[config.mk]
export PLATFORM = sky130hd
export DESIGN_NAME = samp_phase_ctrl
export DESIGN_NICKNAME = d
export VERILOG_FILES = /design/src/rtl/samp_ctrl_pkg.sv /design/src/rtl/samp_phase_drv.sv /design/src/rtl/samp_phase_ctrl.sv
export SDC_FILE = /design/constraint.sdc
export NUM_CORES = 1
export LEC_CHECK = 0
export BUFFER_PORTS_ARGS = -buffer_cell sky130_fd_sc_hd__clkbuf_2
export CORE_MARGIN = 2
export CORE_UTILIZATION = 35
export DETAILED_ROUTE_END_ITERATION = 6
export SETUP_SLACK_MARGIN = 0.2
export SYNTH_ARGS = -nofsm -noshare
export SYNTH_HDL_FRONTEND = slang
export SYNTH_SLANG_ARGS = --single-unit
[constraint.sdc]
create_clock -name clk -period 2.9 [get_ports clk]
set_input_delay 0.58 -clock clk [delete_from_list [all_inputs] [get_ports clk]]
set_output_delay 0.58 -clock clk [all_outputs]
set_load 0.05 [all_outputs]
[src/rtl/samp_ctrl_pkg.sv]
// Shared types and constants for the sampling-switch phase controller.
// Build option: define SAMPCTRL_BBM_EN for break-before-make skew on sw_clk/sw_clk_b.
package samp_ctrl_pkg;

  localparam int CNT_W_DEF  = 8;
  localparam int SCNT_W_DEF = 16;

  // Idle (switch open) drive levels
  localparam logic SW_OPEN   = 1'b0;
  localparam logic SW_OPEN_B = 1'b1;

  typedef enum logic [2:0] {
    IDLE,
    TRACK,
    DEAD,
    CONV,
    WAIT
  } state_t;

  // Extra skew cycles on each switch edge
`ifdef SAMPCTRL_BBM_EN
  localparam int BBM_SK = 1;
`else
  localparam int BBM_SK = 0;
`endif

endpackage

[src/rtl/samp_phase_drv.sv]
// Output register stage for the sampling switch gate drive.
// Ports: clk, rst, i_close_nxt (close request for next cycle) -> o_sw_clk, o_sw_clk_b.
// With SAMPCTRL_BBM_EN both drives go low for one cycle around every switch edge.
module samp_phase_drv
  import samp_ctrl_pkg::*;
(
  input  logic clk,
  input  logic rst,
  input  logic i_close_nxt,
  output logic o_sw_clk,
  output logic o_sw_clk_b
);

  logic r_sw;
  logic r_sw_b;

`ifdef SAMPCTRL_BBM_EN
  // r_close is the request delayed by one cycle. sw_clk needs the
  // request for two cycles (rises late), sw_clk_b drops on the first
  // and recovers only after both are gone (rises late on open).
  logic r_close;

  always_ff @(posedge clk) begin
    if (rst) begin
      r_close <= 1'b0;
      r_sw    <= SW_OPEN;
      r_sw_b  <= SW_OPEN_B;
    end else begin
      r_close <= i_close_nxt;
      r_sw    <= i_close_nxt & r_close;
      r_sw_b  <= ~(i_close_nxt | r_close);
    end
  end
`else
  always_ff @(posedge clk) begin
    if (rst) begin
      r_sw   <= SW_OPEN;
      r_sw_b <= SW_OPEN_B;
    end else begin
      r_sw   <= i_close_nxt;
      r_sw_b <= ~i_close_nxt;
    end
  end
`endif

  assign o_sw_clk   = r_sw;
  assign o_sw_clk_b = r_sw_b;

endmodule

[src/rtl/samp_phase_ctrl.sv]
// Sampling switch sequencer: track, dead time, conversion start, wait for done.
// Ports: clk/rst, start/ready handshake, cfg_track/cfg_dead, sw_clk/sw_clk_b
// switch drive, conv_start/conv_done SAR handshake, busy, done, sample_cnt.
// Build option: SAMPCTRL_BBM_EN adds break-before-make skew (see samp_phase_drv).
module samp_phase_ctrl
  import samp_ctrl_pkg::*;
#(
  parameter int CNT_W  = CNT_W_DEF,
  parameter int SCNT_W = SCNT_W_DEF
) (
  input  logic              clk,
  input  logic              rst,
  input  logic              start,
  output logic              ready,
  input  logic [CNT_W-1:0]  cfg_track,
  input  logic [CNT_W-1:0]  cfg_dead,
  output logic              sw_clk,
  output logic              sw_clk_b,
  output logic              conv_start,
  input  logic              conv_done,
  output logic              busy,
  output logic              done,
  output logic [SCNT_W-1:0] sample_cnt
);

  // One extra bit: with skew the track load can reach 2^CNT_W
  localparam int LW = CNT_W + 1;

  state_t            r_state;
  logic [LW-1:0]     r_cnt;
  logic [CNT_W-1:0]  r_dead;
  logic              r_conv_start;
  logic              r_done;
  logic              r_ready;
  logic              r_busy;
  logic [SCNT_W-1:0] r_sample_cnt;

  logic              w_accept;
  logic              w_close_nxt;
  logic [CNT_W-1:0]  w_trk_eff;
  logic [LW-1:0]     w_trk_load;

  assign w_accept = start && (r_state == IDLE);

  assign w_trk_eff = (cfg_track == '0) ?
                     {{(CNT_W-1){1'b0}}, 1'b1} : cfg_track;

  // TRACK lasts trk cycles, plus one skew cycle on each
  // side when break-before-make is built in.
  assign w_trk_load = {1'b0, w_trk_eff} - LW'(1)
                    + LW'(2 * BBM_SK);

  // Switch requested closed in the next cycle. The last
  // BBM_SK counts of TRACK are the open-skew cycle.
  assign w_close_nxt = w_accept ||
                       ((r_state == TRACK) &&
                        (r_cnt > LW'(BBM_SK)));

  always_ff @(posedge clk) begin
    if (rst) begin
      r_state      <= IDLE;
      r_cnt        <= '0;
      r_dead       <= '0;
      r_conv_start <= 1'b0;
      r_done       <= 1'b0;
      r_ready      <= 1'b1;
      r_busy       <= 1'b0;
      r_sample_cnt <= '0;
    end else begin
      r_conv_start <= 1'b0;
      r_done       <= 1'b0;
      unique case (r_state)
        IDLE: begin
          if (w_accept) begin
            r_cnt   <= w_trk_load;
            r_dead  <= cfg_dead;
            r_state <= TRACK;
            r_ready <= 1'b0;
            r_busy  <= 1'b1;
          end
        end
        TRACK: begin
          if (r_cnt == '0) begin
            if (r_dead != '0) begin
              r_cnt   <= {1'b0, r_dead} - LW'(1);
              r_state <= DEAD;
            end else begin
              r_state      <= CONV;
              r_conv_start <= 1'b1;
            end
          end else begin
            r_cnt <= r_cnt - LW'(1);
          end
        end
        DEAD: begin
          if (r_cnt == '0) begin
            r_state      <= CONV;
            r_conv_start <= 1'b1;
          end else begin
            r_cnt <= r_cnt - LW'(1);
          end
        end
        CONV: begin
          // conv_done is deliberately not looked at here
          r_state <= WAIT;
        end
        WAIT: begin
          if (conv_done) begin
            r_state      <= IDLE;
            r_done       <= 1'b1;
            r_ready      <= 1'b1;
            r_busy       <= 1'b0;
            r_sample_cnt <= r_sample_cnt + SCNT_W'(1);
          end
        end
        default: begin
          r_state <= IDLE;
          r_ready <= 1'b1;
          r_busy  <= 1'b0;
        end
      endcase
    end
  end

  samp_phase_drv u_drv (
    .clk         (clk),
    .rst         (rst),
    .i_close_nxt (w_close_nxt),
    .o_sw_clk    (sw_clk),
    .o_sw_clk_b  (sw_clk_b)
  );

  assign ready      = r_ready;
  assign busy       = r_busy;
  assign conv_start = r_conv_start;
  assign done       = r_done;
  assign sample_cnt = r_sample_cnt;

endmodule
==> results of run 1 <==
## cells in the final DEF (no fill, tap or decap), types with 3 or more instances in the layout
cell / n
sky130_fd_sc_hd__nor4_1: 7
sky130_fd_sc_hd__xor2_1: 12
sky130_fd_sc_hd__nand3_1: 5
sky130_fd_sc_hd__nor2_1: 28
sky130_fd_sc_hd__a21oi_1: 24
sky130_fd_sc_hd__nand2_1: 31
sky130_fd_sc_hd__or4_1: 5
sky130_fd_sc_hd__nand2b_1: 4
sky130_fd_sc_hd__inv_1: 11
sky130_fd_sc_hd__nor2b_1: 3
sky130_fd_sc_hd__clkbuf_2: 41
sky130_fd_sc_hd__dfxtp_1: 42
sky130_fd_sc_hd__nand4_1: 4
sky130_fd_sc_hd__a32o_1: 3
sky130_fd_sc_hd__nor3_1: 13
sky130_fd_sc_hd__buf_4: 6
sky130_fd_sc_hd__or3_1: 5
sky130_fd_sc_hd__nor3b_1: 3
sky130_fd_sc_hd__ha_1: 5
sky130_fd_sc_hd__clkbuf_8: 5
sky130_fd_sc_hd__xnor2_1: 11
sky130_fd_sc_hd__o31ai_1: 3
sky130_fd_sc_hd__o21ai_0: 17
## sequential cells by signal, summed over array words and instances (netlist names)
register / count
ready: 1
u_drv.o_sw_clk: 1
r_cnt: 9
busy: 1
conv_start: 1
sample_cnt: 16
done: 1
u_drv.o_sw_clk_b: 1
r_state: 3
r_dead: 8
## per-stage QoR
stage	worst slack [ns]	hold slack (ns)	power (mW)	std cells	util, %
floorplan	0.706	0.457	1.51	289	-
global placement	0.501	0.469	1.74	401	41.1
detailed placement	0.397	0.483	1.73	401	41.1
CTS	0.592	0.494	2.10	408	42.3
global route	0.376	0.496	2.27	408	42.3
finish	0.568	0.492	2.10	408	42.3
## tightest hold or removal path: cells and delay by family, from the launching register on
kind	cells	cell delay [ns]
flops	1	0.34
compound gates	1	0.05
simple gates	1	0.06
## cells in the mapped netlist (2+ instances only)
library cell | instances | area (µm²)
sky130_fd_sc_hd__a211oi_1 | 2 | 15.0
sky130_fd_sc_hd__a21oi_1 | 24 | 120
sky130_fd_sc_hd__a221oi_1 | 2 | 17.5
sky130_fd_sc_hd__a22oi_1 | 2 | 15.0
sky130_fd_sc_hd__a31oi_1 | 2 | 12.5
sky130_fd_sc_hd__a32o_1 | 3 | 30.0
sky130_fd_sc_hd__and3_1 | 2 | 12.5
sky130_fd_sc_hd__and4_1 | 2 | 17.5
sky130_fd_sc_hd__buf_2 | 2 | 10.0
sky130_fd_sc_hd__clkbuf_1 | 8 | 30.0
sky130_fd_sc_hd__dfxtp_1 | 42 | 841
sky130_fd_sc_hd__ha_1 | 5 | 62.6
sky130_fd_sc_hd__inv_1 | 11 | 41.3
sky130_fd_sc_hd__nand2_1 | 31 | 116
sky130_fd_sc_hd__nand2b_1 | 4 | 25.0
sky130_fd_sc_hd__nand3_1 | 5 | 25.0
sky130_fd_sc_hd__nand3b_1 | 2 | 15.0
sky130_fd_sc_hd__nand4_1 | 4 | 25.0
sky130_fd_sc_hd__nor2_1 | 28 | 105
sky130_fd_sc_hd__nor2b_1 | 3 | 18.8
sky130_fd_sc_hd__nor3_1 | 13 | 65.1
sky130_fd_sc_hd__nor3b_1 | 3 | 22.5
sky130_fd_sc_hd__nor4_1 | 7 | 43.8
sky130_fd_sc_hd__o21a_1 | 2 | 15.0
sky130_fd_sc_hd__o21ai_0 | 17 | 85.1
sky130_fd_sc_hd__o2bb2ai_1 | 2 | 17.5
sky130_fd_sc_hd__o31ai_1 | 3 | 22.5
sky130_fd_sc_hd__o32ai_1 | 2 | 17.5
sky130_fd_sc_hd__or3_1 | 5 | 31.3
sky130_fd_sc_hd__or3b_2 | 2 | 17.5
sky130_fd_sc_hd__or4_1 | 5 | 37.5
sky130_fd_sc_hd__or4_4 | 2 | 22.5
sky130_fd_sc_hd__or4b_2 | 2 | 20.0
sky130_fd_sc_hd__xnor2_1 | 11 | 96.3
sky130_fd_sc_hd__xor2_1 | 12 | 105
## per-layer routing
layer  global-route usage, %  up-vias  wire (µm)
met3                    4.14        6        276
li1                        -     1132          -
met5                       0        -          0
met4                    5.19        0         65
met2                    23.9       57       2490
met1                    23.6     1031       2760
## cells by family (layout without fill, tap and decap cells)
kind of cell,Yosys count,count (layout),share of synthesized area [%]
simple gates,125,125,28.6
compound gates,69,69,19.3
flops,42,42,36.1
buf+inv,24,66,4.29
xor+xnor,23,23,8.64
fa+ha+maj,5,5,2.68
mux,1,1,0.429
## path summary, 6_finish.rpt
path	end	slack, ns
worst max register to register	r_cnt[8]$_SDFFE_PP0P_	0.57
worst min-delay path	r_dead[5]$_SDFFE_PP0P_	0.49
worst max-delay path	r_cnt[8]$_SDFFE_PP0P_	0.57
worst min register to register	r_dead[5]$_SDFFE_PP0P_	0.49
## layout make-up
cell class	instances	area (µm²)	share of cell area [%]
repair buffers	47	250	9.26
clock buffers	5	68.8	2.55
clock inverters	2	10.0	0.370
well taps	77	96.3	3.56
flip-flops and latches	42	841	31.1
inverters	12	45.0	1.67
multi-input cells	223	1390	51.5
## report_power, final
part,switching [mW],internal (mW)
clock,0.192,0.162
sequential,0.118,0.663
combinational,0.559,0.404
==> metrics.cfg, run 1 <==
[floorplanning]
core_region_area_um2 = 6390
design.portCount = 42
floorplan.rows = 29
die_height_um = 85.6
dieArea_um2 = 7330
dieWidth_um = 85.6
initial_core_util_pct = 36.5

[hold_path]
min_delay_path_depth = 2
hold_start = r_dead[5]$_SDFFE_PP0P_
hold_class = flip-flop to flip-flop

[clock_tree]
worst_skew_pair.late_latency_ns = 0.29
cts_tree = done
ctsHoldBuffers = 0
cts_made_buffers = 5
clk_pin_slew_ns = 0.08
cts_repair_resize_count = 0
clkSinkCount = 42
cts.repair_timing.setup_buffer_count = 0
htree_num_levels = 2
clockBufferDepth = 2
clk_root_buf = sky130_fd_sc_hd__clkbuf_8

[timing]
final.setup_skew_ns = 0.00754
grt_setup_unrepaired = no
max_freq_ghz = 0.429
hold_viol = 0
final-setup-viol-count = 0
final_max_slew_viol_count = 0
max_slew_margin_pct = 59.9
tightestPinTransition_ns = 0.596
fraction_of_the_cycle_the_final_worst_path_needs_pct = 80.4
tns_ns = 0
fin_crit_ns = 2.33

[placement]
io_buffer_count = 41
place.gp.congestion = 0.878
hpwlAfterDp_um = 4080
post_placement_cell_area_um2 = 2620

[grt]
first_global_vias = 2005
grt_start_max_net_pins = 36
grt_antenna_before_repair = 0
first_pass_grt_wire_length_um = 9720
grt_overflow = 0
grt_use_total_pct = 16.4

[critical_path]
cp_top_family = compound AO/OA/AOI/OAI gates
worst-endpoint-required_ns = 3.09
crit_start = r_cnt[0]$_SDFFE_PP0P_
worst-path-stages = 7
worst_setup_path_category = flip-flop to flip-flop
end_kind = flip-flop
critPathArrivalTime_ns = 2.52
critical_path.max_fanout = 5
startpoint_type = flip-flop
critical-path-max-stage-delay_ns = 0.63
path_cells = inv_1 -> ha_1 -> or4b_2 -> o21ai_0 -> o21ai_0 -> a32o_1 -> a32o_1
cpMaxStageDelayCell = sky130_fd_sc_hd__or4b_2
cp.buffers_inverters = 1
timing.reg2reg.worst_path_depth = 7
rr_startpoint = r_cnt[0]$_SDFFE_PP0P_

[synth]
synth-edff-count = 0
synthesized_netlist_net_count = 314
flops_latches_synth = 42
part_of_the_yosys_area_used_for_sequential_elements_pct = 36.1
async_set_or_reset_flop_fraction_in_the_synthesized_netlist_pct = 0
synth_warnings = 0
synth_cells = 289
syn-mean-instance-area_um2 = 8.07
synth_ff_type = sky130_fd_sc_hd__dfxtp_1
synth_area_um2 = 2330
post_synth_num_cell_types = 52

[routing]
drt-pass1-iter-count = 5
post-route-drc-count = 0
avgRoutedWirePerCell_um = 13.7
starting_drt_drc_count = 159
postRouteAntennaNets = 0
dr_total_vias = 2226
drt_wl_total_um = 5590
route.detailed.vias_per_inst = 5.46

[flow_run]
max_cap_viol_count = 0

[finish]
layout-area-overhead-vs-synth_pct = 15.9
design.final.nets = 356
post_route_cells_drive_above_1_share_pct = 19.3
fillCellCount = 675
antenna_cells = 0
final_cell_area_um2 = 2700

[status]
outcome = completed

[power_and_ir_drop]
power.density_cell_area_nw_per_um2 = 776
vdd_ir_drop_max_mv = 0.313
total_leakage_power_nw = 1.07

(Power assumes the default switching activity.)
==> run 2, diff against run 1 <==
- clock period: 2.9 -> 2.3 ns (I/O delays scaled with it)
==> run 2 against run 1 <==
  * Clock power is 36% higher
  * Setup slack worse by 0.34 ns
  * Maximum frequency is 13% higher
  * Global-route usage is 0.57 points higher
  * Flip-flop and latch count stayed put
  * Largest power group unchanged
  * Non-clock buffer count is 12 higher
  * Routed wire length is 10% higher
  * Register-to-register slack worse by 0.34 ns
  * Largest cell class unchanged
  * Highest routed layer unchanged
  * Core utilization is 2.7 points higher
  * Critical path depth is 1 lower
==> metrics.cfg, run 2 (synthesized netlist as in run 1, its figures left out) <==
[timing]
tightestPinTransition_ns = 0.452
grt_setup_unrepaired = yes
final-setup-viol-count = 0
hold_viol = 0
max_slew_margin_pct = 69.5
final.setup_skew_ns = 0.00691
fin_crit_ns = 2.07
hold-worst-slack_ns = 0.373
fraction_of_the_cycle_the_final_worst_path_needs_pct = 90.0
final_max_slew_viol_count = 0
max_freq_ghz = 0.483
tns_ns = 0

[clock_tree]
clk_pin_slew_ns = 0.09
cts_tree = done
clk_root_buf = sky130_fd_sc_hd__clkbuf_8
clockBufferDepth = 2
clkSinkCount = 42
htree_num_levels = 2
worst_skew_pair.late_latency_ns = 0.30
cts_made_buffers = 5

[grt]
grt_use_total_pct = 16.9
grt_antenna_before_repair = 0
grt_start_max_net_pins = 22
first_global_vias = 2119
grt_overflow = 0
first_pass_grt_wire_length_um = 10000

[critical_path]
critical-path-max-stage-delay_ns = 0.51
worst_setup_path_category = flip-flop to flip-flop
cp.buffers_inverters = 1
crit_start = r_dead[3]$_SDFFE_PP0P_
cpMaxStageDelayCell = sky130_fd_sc_hd__or4_4
critical_path.most_common_cell = sky130_fd_sc_hd__or4_4
rr_startpoint = r_dead[3]$_SDFFE_PP0P_
path_cells = or4_4 -> or4_4 -> o221ai_2 -> buf_6 -> nor2_2 -> a32o_1
end_kind = flip-flop
critPathArrivalTime_ns = 2.27
cp_top_family = simple AND/OR/NAND/NOR gates
critical_path.max_fanout = 5
worst-r2r-setup-slack_ns = 0.23
worst-endpoint-required_ns = 2.50
startpoint_type = flip-flop

[routing]
starting_drt_drc_count = 189
dr_total_vias = 2320
route.detailed.vias_per_inst = 5.50
postRouteAntennaNets = 0
drt_wl_total_um = 6170
drt-pass1-iter-count = 5
post-route-drc-count = 0
avgRoutedWirePerCell_um = 14.6

[power_and_ir_drop]
vdd_ir_drop_max_mv = 0.426
power.share.sequential_pct = 32.0
p_int_mw = 1.68
netSwitchingPower_mw = 1.25
design_power_total_mw = 2.93
clock_power_share_pct = 16.5
power.density_cell_area_nw_per_um2 = 1020
total_leakage_power_nw = 1.15
power.share.switching_pct = 42.6
combinationalPowerShare_pct = 51.4

[finish]
layout-area-overhead-vs-synth_pct = 23.3
mostFrequentLayoutCells = 41 x sky130_fd_sc_hd__dfxtp_1, 41 x sky130_fd_sc_hd__clkbuf_2, 31 x sky130_fd_sc_hd__nand2_1
design.final.nets = 369
seq_area_um2 = 845
antenna_cells = 0
multi_input_comb_area_um2 = 1460
post_route_cells_drive_above_1_share_pct = 26.1
fillCellCount = 659
largest_register_ff_count = 16
post-route-util_pct = 45.0

[placement]
io_buffer_count = 41
hpwlAfterDp_um = 4440
place.gp.congestion = 0.849

[hold_path]
hold_start = cfg_dead[3]
hold_class = input port to flip-flop

[status]
outcome = completed

[floorplanning]
die_height_um = 85.6
core_region_area_um2 = 6390
floorplan.rows = 29
dieWidth_um = 85.6
design.portCount = 42
dieArea_um2 = 7330
initial_core_util_pct = 36.5

[flow_run]
max_cap_viol_count = 0

run 2: cell types whose count changed in the layout (fill, tap and decap cells not counted), sizes merged:
cell / change
clkbuf: +1
o221a: +1
buf: +12
run 2: per-stage QoR:
stage,setup slack [ns],instance area (µm²),instances
final,0.230,2880,422
after global routing,0.182,2880,422
after CTS,0.190,2810,420
after detailed placement,0.0181,2710,412
after global placement,0.0423,2710,412
after floorplan,0.216,2330,289
run 2: final timing paths:
path / cells after the start / end
max: 6 / r_cnt[3]$_SDFFE_PP0P_
min: 3 / r_dead[3]$_SDFFE_PP0P_
max reg2reg: 6 / r_cnt[3]$_SDFFE_PP0P_
min reg2reg: 2 / r_dead[5]$_SDFFE_PP0P_
run 2: worst register-to-register path, delay by kind of cell (launching register included):
kind	cells	cell delay, ns
AND/OR/NAND/NOR	3	1.03
AO/OA/AOI/OAI	2	0.43
flip-flops	1	0.36
buffers and inverters	1	0.15
run 2: power by group through the flow:
stage	Sequential (mW)	Combinational, mW	Clock [mW]
finish	0.938	1.51	0.483
global route	0.954	1.63	0.534
CTS	0.936	1.39	0.497
detailed placement	0.950	1.34	0
global placement	0.948	1.34	0
floorplan	0.996	0.905	0
run 2: cell type report:
cell class	count	area share, %
clock buffer	6	2.52
clock inverter	2	0.478
inverter	12	1.57
multi-input combinational	224	50.8
sequential	42	29.4
tap	77	3.35
timing repair buffer	59	12.0
run 2: what timing repair did:
| item | in CTS | in global routing |
|---|---|---|
| resized for setup | 8 | 11 |
| gates cloned | 0 | 1 |
| setup endpoints to repair | 9 | 9 |
| buffers inserted | 0 | 1 |
| pin swaps | 0 | 2 |
| hold buffers | 0 | 0 |
run 2: routing by layer:
metal  vias up  GRT usage (%)  part of all wire, %
li1       1167              -                    -
met1      1085           23.7                   49
met2        63           26.5                   45
met3         5           3.56                  4.6
met4         0           4.62                 0.97
met5         -              0                    0
==> run 3, diff against run 2 <==
- CORE_ASPECT_RATIO: not set -> 1.25
==> run 3 against run 2 <==
  * Core utilization decreased by 0.55 points
  * Clock-buffer cell count decreased by 1
  * Non-clock buffer count increased by 2
  * Cell area increased by 0.91%
  * Critical path type unchanged
  * Global-route usage increased by 0.24 points
  * Combinational power decreased by 3%
  * Power increased by 2.7%
  * Sequential share of layout area decreased by 0.27 points
  * Register-to-register slack about the same
  * Final cell count increased by 2.8%
  * Flip-flop and latch count unchanged
  * Highest routed layer unchanged
  * Critical endpoint is now r_cnt[4]$_SDFFE_PP0P_
==> metrics.cfg, run 3 (synthesized netlist as in run 1, its figures left out) <==
[floorplanning]
core_region_area_um2 = 6520
design.portCount = 42
dieWidth_um = 77.0
die_height_um = 95.3
floorplan.rows = 33
initial_core_util_pct = 35.7
dieArea_um2 = 7340

[clock_tree]
cts_made_buffers = 5
clk_pin_slew_ns = 0.09
cts_tree = done
clockBufferDepth = 2
clkSinkCount = 42
ctsHoldBuffers = 0
worst_skew_pair.late_latency_ns = 0.30
htree_num_levels = 2
clk_root_buf = sky130_fd_sc_hd__clkbuf_8

[timing]
fin_crit_ns = 2.07
max_slew_margin_pct = 72.5
final_max_slew_viol_count = 0
hold_viol = 0
grt_setup_unrepaired = yes
final.setup_skew_ns = 0.00796
tns_ns = 0
max_freq_ghz = 0.484
tightestPinTransition_ns = 0.406
fraction_of_the_cycle_the_final_worst_path_needs_pct = 89.8
final-setup-viol-count = 0
fin_ws_ns = 0.234

[finish]
design.final.nets = 371
largest_register_ff_count = 16
layout-area-overhead-vs-synth_pct = 24.5
fillCellCount = 724
multi_input_comb_area_um2 = 1440
antenna_cells = 0
seq_area_um2 = 845
final_common_cell = sky130_fd_sc_hd__clkbuf_2
post_route_cells_drive_above_1_share_pct = 25.6
mostFrequentLayoutCells = 41 x sky130_fd_sc_hd__clkbuf_2, 39 x sky130_fd_sc_hd__dfxtp_1, 31 x sky130_fd_sc_hd__nand2_1

[routing]
postRouteAntennaNets = 0
post-route-drc-count = 0
avgRoutedWirePerCell_um = 14.6
route.detailed.vias_per_inst = 5.38
dr_total_vias = 2335
drt_wl_total_um = 6330
drt-pass1-iter-count = 4
starting_drt_drc_count = 159

[flow_run]
max_cap_viol_count = 0

[placement]
pre_cts_ws_ns = 0.0402
hpwlAfterDp_um = 4550
io_buffer_count = 41
place.gp.congestion = 0.925

[grt]
first_pass_grt_wire_length_um = 10100
grt_use_total_pct = 17.2
first_global_vias = 2214
grt_start_max_net_pins = 24
grt_overflow = 0
grt_antenna_before_repair = 0

[power_and_ir_drop]
total_leakage_power_nw = 1.16
power.density_cell_area_nw_per_um2 = 1040
vdd_ir_drop_max_mv = 0.471

[critical_path]
critical_path.most_common_cell = sky130_fd_sc_hd__or4_4
critical-path-max-stage-delay_ns = 0.53
critical_path.max_fanout = 5
startpoint_type = flip-flop
timing.reg2reg.worst_path_depth = 6
worst-endpoint-required_ns = 2.51
critPathArrivalTime_ns = 2.27
worst_setup_path_category = flip-flop to flip-flop
cpMaxStageDelayCell = sky130_fd_sc_hd__or4_4
end_kind = flip-flop
path_cells = or4_4 -> or4_4 -> o221ai_2 -> buf_4 -> a21oi_1 -> o32ai_1

[hold_path]
min_delay_path_depth = 3
hold_class = input port to flip-flop

[status]
outcome = completed

-- run 3: power by group --
part           internal, mW  leakage, nW  total (mW)  switching, mW
clock                 0.323       0.0504       0.597          0.274
combinational         0.605        0.766        1.46          0.858
sequential            0.838        0.344       0.945          0.107
total                  1.77         1.16        3.01           1.24
-- run 3: layout make-up --
class | instances | area share [%]
sequential | 42 | 29.1
clock buffer | 5 | 2.37
timing repair buffer | 61 | 12.2
clock inverter | 3 | 1.55
tap | 87 | 3.75
inverter | 12 | 1.55
multi-input combinational | 224 | 49.4
-- run 3: worst paths after layout --
check	startpoint	end	slack [ns]
setup / recovery	r_dead[2]$_SDFFE_PP0P_	r_cnt[4]$_SDFFE_PP0P_	0.23
hold / removal	cfg_dead[7]	r_dead[7]$_SDFFE_PP0P_	0.37
setup reg to reg	r_dead[2]$_SDFFE_PP0P_	r_cnt[4]$_SDFFE_PP0P_	0.23
hold reg to reg	r_dead[4]$_SDFFE_PP0P_	r_dead[4]$_SDFFE_PP0P_	0.49
-- run 3: critical path, delay by kind of cell, from the launching register on --
kind	cells	cell delay [ns]
buf+inv	1	0.16
flops	1	0.32
compound gates	3	0.48
simple gates	2	1.02
-- run 3: routing by layer --
layer	GRT usage (%)	wire length [µm]
met5	0	0
met3	2.94	361
met1	21.1	2760
met2	29.2	3030
met4	8.63	177
-- run 3: repair_timing --
action                                  CTS  global route
gates cloned                              0             1
setup buffers                             0             1
gates resized for setup                   6             7
endpoints found under the setup margin    5             6
-- run 3: through the flow --
stage	area, µm²	utilization, %	hold WS [ns]	std cells	total power [mW]
finish	2900	44.5	0.375	434	3.01
global route	2900	44.5	0.389	434	3.19
CTS	2860	43.9	0.369	432	2.94
detailed placement	2730	41.9	0.482	424	2.29
global placement	2730	41.9	0.480	424	2.29
floorplan	2330	-	0.457	289	1.90
